`src/rtl/sseg_scan_display_pkg.sv`:
```
// ---------------------------------------------------------------------------
// sseg_pkg : shared constants for the multiplexed 7-segment display slice.
//   SEG_0..SEG_F : active-low {g,f,e,d,c,b,a} codes for the hex digits
//   SEG_BLANK    : all segments dark
//   AN_OFF       : level that switches a digit enable off (anodes active-low)
//   hex_to_seg() : nibble -> 7-bit active-low segment pattern
// ---------------------------------------------------------------------------
package sseg_pkg;

   localparam logic [6:0] SEG_0     = 7'h40;
   localparam logic [6:0] SEG_1     = 7'h79;
   localparam logic [6:0] SEG_2     = 7'h24;
   localparam logic [6:0] SEG_3     = 7'h30;
   localparam logic [6:0] SEG_4     = 7'h19;
   localparam logic [6:0] SEG_5     = 7'h12;
   localparam logic [6:0] SEG_6     = 7'h02;
   localparam logic [6:0] SEG_7     = 7'h78;
   localparam logic [6:0] SEG_8     = 7'h00;
   localparam logic [6:0] SEG_9     = 7'h10;
   localparam logic [6:0] SEG_A     = 7'h08;
   localparam logic [6:0] SEG_B     = 7'h03;
   localparam logic [6:0] SEG_C     = 7'h46;
   localparam logic [6:0] SEG_D     = 7'h21;
   localparam logic [6:0] SEG_E     = 7'h06;
   localparam logic [6:0] SEG_F     = 7'h0E;
   localparam logic [6:0] SEG_BLANK = 7'h7F;

   localparam logic       AN_OFF    = 1'b1;

   function automatic logic [6:0] hex_to_seg(input logic [3:0] nibble);
      logic [6:0] seg;
      case (nibble)
         4'h0:    seg = SEG_0;
         4'h1:    seg = SEG_1;
         4'h2:    seg = SEG_2;
         4'h3:    seg = SEG_3;
         4'h4:    seg = SEG_4;
         4'h5:    seg = SEG_5;
         4'h6:    seg = SEG_6;
         4'h7:    seg = SEG_7;
         4'h8:    seg = SEG_8;
         4'h9:    seg = SEG_9;
         4'hA:    seg = SEG_A;
         4'hB:    seg = SEG_B;
         4'hC:    seg = SEG_C;
         4'hD:    seg = SEG_D;
         4'hE:    seg = SEG_E;
         default: seg = SEG_F;
      endcase
      return seg;
   endfunction

endpackage

```
`src/rtl/sseg_scan_display_if.sv`:
```
// ---------------------------------------------------------------------------
// sseg_scan_display_if : display data in / pin drive out bundle.
//   value      : packed hex nibbles, digit i = value[4i+3:4i]
//   dp         : decimal point request per digit, 1 = lit
//   enable     : 1 = display on, 0 = all dark
//   an         : active-low digit enables
//   sseg       : active-low segments {dp,g,f,e,d,c,b,a}
//   frame_done : one-cycle pulse at each frame start
// master = data source, slave = display driver.
// ---------------------------------------------------------------------------
interface sseg_scan_display_if #(
   parameter int unsigned DIGITS = 4
);
   logic [4*DIGITS-1:0] value;
   logic [DIGITS-1:0]   dp;
   logic                enable;
   logic [DIGITS-1:0]   an;
   logic [7:0]          sseg;
   logic                frame_done;

   modport master (
      output value, dp, enable,
      input  an, sseg, frame_done
   );

   modport slave (
      input  value, dp, enable,
      output an, sseg, frame_done
   );
endinterface

```
`src/rtl/sseg_scan_display_hex_decoder.sv`:
```
// ---------------------------------------------------------------------------
// sseg_hex_decoder : combinational hex nibble -> 7-segment decoder.
//   i_nibble : hex digit 0..F
//   o_seg    : active-low {g,f,e,d,c,b,a}
// ---------------------------------------------------------------------------
module sseg_hex_decoder
   import sseg_pkg::*;
(
   input  logic [3:0] i_nibble,
   output logic [6:0] o_seg
);

   always_comb begin
      o_seg = hex_to_seg(i_nibble);
   end

endmodule

```
`src/rtl/sseg_scan_display.sv`:
```
// ---------------------------------------------------------------------------
// sseg_scan_display : time-multiplexed DIGITS-wide 7-segment driver.
//   clk  : system clock, rising edge
//   rst  : synchronous active-low reset
//   bus  : sseg_scan_display_if.slave (value/dp/enable in, an/sseg/frame_done out)
// Each digit is lit for PRESCALE cycles in order 0..DIGITS-1. value/dp are
// captured into a shadow once per frame so a changing count never tears.
// Optional: define SSEG_SCAN_LEADING_ZERO_BLANK_EN to blank leading zeros.
// ---------------------------------------------------------------------------
module sseg_scan_display
   import sseg_pkg::*;
#(
   parameter int unsigned DIGITS   = 4,
   parameter int unsigned PRESCALE = 4
)(
   input  logic                clk,
   input  logic                rst,
   sseg_scan_display_if.slave  bus
);

   localparam int unsigned IW = (DIGITS   > 1) ? $clog2(DIGITS)   : 1;
   localparam int unsigned PW = (PRESCALE > 1) ? $clog2(PRESCALE) : 1;

   logic [PW-1:0]       r_presc;
   logic [IW-1:0]       r_idx;
   logic [4*DIGITS-1:0] r_shadow_val;
   logic [DIGITS-1:0]   r_shadow_dp;
   logic [DIGITS-1:0]   r_an;
   logic [7:0]          r_sseg;
   logic                r_frame_done;

   logic                w_tick;
   logic                w_last;
   logic [3:0]          w_nib;
   logic                w_dp;
   logic [DIGITS-1:0]   w_an;
   logic [6:0]          w_dec;
   logic [6:0]          w_seg;

   assign w_tick = (r_presc == PW'(PRESCALE - 1));
   assign w_last = (r_idx == IW'(DIGITS - 1));

   // Select the current digit's nibble, dp and anode pattern from the shadow.
   always_comb begin
      w_nib = '0;
      w_dp  = 1'b0;
      w_an  = '1;
      for (int unsigned i = 0; i < DIGITS; i++) begin
         if (r_idx == IW'(i)) begin
            w_nib = r_shadow_val[4*i +: 4];
            w_dp  = r_shadow_dp[i];
            w_an[i] = ~AN_OFF;
         end
      end
   end

   sseg_hex_decoder u_dec (
      .i_nibble (w_nib),
      .o_seg    (w_dec)
   );

`ifdef SSEG_SCAN_LEADING_ZERO_BLANK_EN
   logic [IW-1:0] w_msd;

   // Highest nonzero shadow digit; stays 0 for an all-zero value so digit 0
   // is never blanked.
   always_comb begin
      w_msd = '0;
      for (int unsigned i = 0; i < DIGITS; i++) begin
         if (r_shadow_val[4*i +: 4] != 4'h0) begin
            w_msd = IW'(i);
         end
      end
   end

   assign w_seg = (r_idx > w_msd) ? SEG_BLANK : w_dec;
`else
   assign w_seg = w_dec;
`endif

   always_ff @(posedge clk) begin
      if (!rst) begin
         r_presc      <= '0;
         r_idx        <= '0;
         r_shadow_val <= '0;
         r_shadow_dp  <= '0;
         r_an         <= '1;
         r_sseg       <= '1;
         r_frame_done <= 1'b0;
      end else begin
         r_presc      <= w_tick ? '0 : r_presc + 1'b1;
         r_frame_done <= w_tick && w_last;
         if (w_tick) begin
            r_idx <= w_last ? '0 : r_idx + 1'b1;
            if (w_last) begin
               r_shadow_val <= bus.value;
               r_shadow_dp  <= bus.dp;
            end
         end
         if (bus.enable) begin
            r_an   <= w_an;
            r_sseg <= {~w_dp, w_seg};
         end else begin
            r_an   <= '1;
            r_sseg <= '1;
         end
      end
   end

   assign bus.an         = r_an;
   assign bus.sseg       = r_sseg;
   assign bus.frame_done = r_frame_done;

endmodule
```
`src/flat_wrapper.sv`:
```
// flat-port wrapper written by rule: the top's interface ports become plain ports
module sseg_scan_display_flat import sseg_pkg::*;
#(
   parameter int unsigned DIGITS   = 4,
   parameter int unsigned PRESCALE = 4
)
  (clk, rst, bus_value, bus_dp, bus_enable, bus_an, bus_sseg, bus_frame_done);
  sseg_scan_display_if #(.DIGITS(DIGITS)) bus_i ();
  input  logic clk;
  input  logic rst;
  input wire logic [$bits(bus_i.value)-1:0] bus_value;
  input wire logic [$bits(bus_i.dp)-1:0] bus_dp;
  input wire logic [$bits(bus_i.enable)-1:0] bus_enable;
  output wire logic [$bits(bus_i.an)-1:0] bus_an;
  output wire logic [$bits(bus_i.sseg)-1:0] bus_sseg;
  output wire logic [$bits(bus_i.frame_done)-1:0] bus_frame_done;
  assign bus_i.value = bus_value;
  assign bus_i.dp = bus_dp;
  assign bus_i.enable = bus_enable;
  assign bus_an = bus_i.an;
  assign bus_sseg = bus_i.sseg;
  assign bus_frame_done = bus_i.frame_done;
  sseg_scan_display #(.DIGITS(DIGITS), .PRESCALE(PRESCALE)) u_core (.clk(clk), .rst(rst), .bus(bus_i));
endmodule
```
`config.mk`:
```
export PLATFORM = sky130hd
export DESIGN_NAME = sseg_scan_display_flat
export DESIGN_NICKNAME = d
export VERILOG_FILES = /design/src/rtl/sseg_scan_display_pkg.sv /design/src/rtl/sseg_scan_display_if.sv /design/src/rtl/sseg_scan_display_hex_decoder.sv /design/src/rtl/sseg_scan_display.sv /design/src/flat_wrapper.sv
export SDC_FILE = /design/constraint.sdc
export NUM_CORES = 1
export LEC_CHECK = 0
export CORE_AREA = 2 2 61 77
export CTS_CLUSTER_DIAMETER = 30
export DETAILED_ROUTE_END_ITERATION = 7
export DIE_AREA = 0 0 63 79
export PLACE_DENSITY = 0.81
export SYNTH_ARGS = -nofsm -noshare
export SYNTH_HDL_FRONTEND = slang
export SYNTH_HIERARCHICAL = 1
export SYNTH_SLANG_ARGS = --single-unit
```
`constraint.sdc`:
```
create_clock -name clk -period 2.13 [get_ports clk]
set_input_delay 0.426 -clock clk [delete_from_list [all_inputs] [get_ports clk]]
set_output_delay 0.426 -clock clk [all_outputs]
set_load 0.005 [all_outputs]
```
==> results.md <==
- Outcome: finished with violations
- Failing checks: setup timing
- Clock Tree Root: clkbuf_8
- Area of the mapped netlist: 1831 µm²
- Final HPWL DP: 2658 µm
- Die W: 63 µm
- Simple-Gate Fraction of Synth Area: 0.1852
- CP required: 2.36 ns
- Filler Cells Inserted: 371
- Clock power share: 0.425
- CP startpoint kind: register
- Antenna Nets Post-Route: 0
- IO Pins: 36
- Post-route insts no fill: 307
- Starting Density: 0.4267
- CP Class: reg2reg
- Num CTS Buffers: 5
- Syn Nets: 233
- DRC: 0
- Drt pass-1 iters: 4
- Leakage: 0.8972 nW
- Gr ovfl total: 0
- Routed wire per std cell: 12.73 µm
- Unrepaired setup endpoints after global routing: yes
- Distinct cells, synth: 30
- CP Capture Type: register
- Core Footprint: 4290 µm²
- Max Cap Violations: 0
- P_sw: 0.2938 mW
- Antenna violations before repair: 0
- Power Density: 582.2 nW/µm²
- Tot Pwr: 1.469 mW
- Register area: 748.2 µm²
- Combinational family with the most area after synthesis: compound AO/OA/AOI/OAI gates
- Crit-path max FO: 6
- Post-route cell area: 2522 µm²
- Hold Buf Count CTS: 0
- Gpl congestion: 0.9196
- Tightest Pin Transition: 0.6591 ns
- Final Skew: 0.008118 ns
- Number of flops mapped to enable cells by yosys: 0
- Vias per cell: 4.821
- Fin. Hold Viols: 0
- Row count: 27
- Dpl ws: -0.04895 ns
- Mux cell area share after synthesis: 0.04785
- Int Power: 1.175 mW
- Port bufs: 35
- First-pass GRT wire length: 6382 µm
- Placed cell area: 2273 µm²
- Syn avg cell area: 9.245 µm²
- Final min period: 2.168 ns
- Crit-path cells: inv_4, ha_4, a21oi_2, o21ai_1, a22o_1, inv_2, ha_4, and2b_2, or3b_1, o21ai_1, nand2b_1
- Chip Height: 79 µm
- Cells after Synth: 198
- VDD IR max: 432.4 µV
- Max-slew violation count: 0
- TritonCTS clock tree: yes
- Syn. warnings: 6
- Reg clk slew, reported paths: 0.07 ns
- # H-tree levels: 2
- Share of layout cells above drive strength 1: 0.2811
- Routed WL: 3907 µm
- Async S/R FF share, synth: 0
- Crit-path slowest cell: dfxtp_4
- Register area share after synthesis: 0.4046
- Combinational power share: 0.090
- Adder-cell area share of the yosys netlist: 0.08202
- Nets@finish: 283
- Die area: 4977 µm²
- Layout Utilization: 0.5879
- Layout area overhead: 37.80%
- Ant diodes: 0
- Crit-path leading delay family: simple AND/OR/NAND/NOR gates
- Hold WS: 0.4273 ns
- Vias in the first global route: 1485
- Worst path arrival time: 2.40 ns
- DR vias: 1480
- Final period util: 1.018
- Most common cell after layout, fill and taps aside: nand2_1
- Crit path largest cell delay: 0.39 ns
- Inst Count DP: 290
- Post-synth top flop: dfxtp_1
- GRT Total Usage: 0.1670
- Clk buf depth: 2
- Switching share of power: 0.2000
- Post-Synth XOR/XNOR Area: 0
- Most frequent cells in the layout: 50 x nand2_1, 35 x clkdlybuf4s50_1, 35 x dfxtp_1, 20 x a21boi_2, 20 x buf_4
- FF+latch count, synth: 37
- Largest net degree at the start of global routing: 26
- Final setup violation count: 3
- Multi-input gate area: 1042 µm²
- Total Neg Setup Slack: -0.06184 ns
- Synth Area in Compound Gates: 0.2126
- Clock sink count: 37
- Fmax: 0.4613 GHz
- Clk_lat worst skew: 0.29 ns
- Sequential share of power: 0.485
- Buf/Inv on CP: 2
- Rel. slew slack: 0.5595
- Final setup margin: -0.03773 ns
- Number of DRC markers in iteration 0: 32
- Worst hold path class: reg2reg
## logic make-up (layout without fill, tap and decap cells)
kind of cell | Yosys count | in the layout
AND/OR/NAND/NOR | 74 | 74
AO/OA/AOI/OAI | 46 | 46
flip-flops | 37 | 37
buffers and inverters | 22 | 73
adder cells (fa/ha/maj) | 12 | 12
multiplexers | 7 | 7
## path summary, 6_finish.rpt
path	startpoint	endpoint	slack, ns	cells past startpoint
hold / removal	u_core/r_presc[0]$_SDFF_PP0_	u_core/r_presc[0]$_SDFF_PP0_	0.43	1
setup reg to reg	u_core/r_idx[1]$_SDFFE_PN0P_	u_core/bus.sseg[0]$_SDFF_PN1_	-0.04	11
setup / recovery	u_core/r_idx[1]$_SDFFE_PN0P_	u_core/bus.sseg[0]$_SDFF_PN1_	-0.04	11
hold reg to reg	u_core/r_presc[0]$_SDFF_PP0_	u_core/r_presc[0]$_SDFF_PP0_	0.43	1
## synthesized netlist by cell type (2+ instances only)
master,count,share of area
nor2_1,6,0.012
o21ai_0,7,0.019
buf_2,6,0.016
ha_1,12,0.082
clkbuf_1,2,0.0041
a21boi_2,20,0.12
buf_8,2,0.016
inv_1,10,0.021
a22o_1,6,0.029
mux2i_1,5,0.027
a21oi_1,10,0.027
nor3b_1,2,0.0082
nand2_1,50,0.10
nand2b_1,7,0.024
dfxtp_1,37,0.40
and2_1,2,0.0068
## power groups by stage
stage	clock (mW)	sequential, mW	combinational [mW]
2_1_floorplan	0	0.729	0.0487
3_5_place_dp	0	0.729	0.124
5_1_grt	0.675	0.713	0.145
6_report	0.624	0.712	0.133
3_3_place_gp	0	0.728	0.121
4_1_cts	0.645	0.711	0.130
## metal layers
| metal | GRT usage | up-vias | part of all wire | wire [µm] |
|---|---|---|---|---|
| met4 | 0.1089 | 0 | 0.039 | 152 |
| li1 | - | 751 | - | - |
| met2 | 0.2989 | 37 | 0.52 | 2013 |
| met1 | 0.1686 | 680 | 0.40 | 1581 |
| met5 | 0 | - | 0 | 0 |
| met3 | 0.04674 | 12 | 0.041 | 160 |
## registers in the layout, summed over array words and instances, names as in the netlist
signal,count
u_core/r_presc,2
u_core/bus.an,4
u_core/bus.frame_done,1
u_core/r_shadow_dp,4
u_core/r_shadow_val,16
u_core/r_idx,2
u_core/bus.sseg,8
## what timing repair did
| action | in CTS | in global routing |
|---|---|---|
| setup endpoints to repair | 2 | 6 |
| gates resized for setup | 7 | 11 |
| buffers inserted | 5 | 4 |
| pin swaps | 3 | 10 |
## final cells by class
type | count | area share
timing repair buffer | 55 | 0.1984
inverter | 10 | 0.01687
clock inverter | 1 | 0.01190
sequential | 37 | 0.2966
tap | 58 | 0.02877
clock buffer | 7 | 0.03423
multi-input combinational | 139 | 0.4132
(Power assumes the default switching activity.)
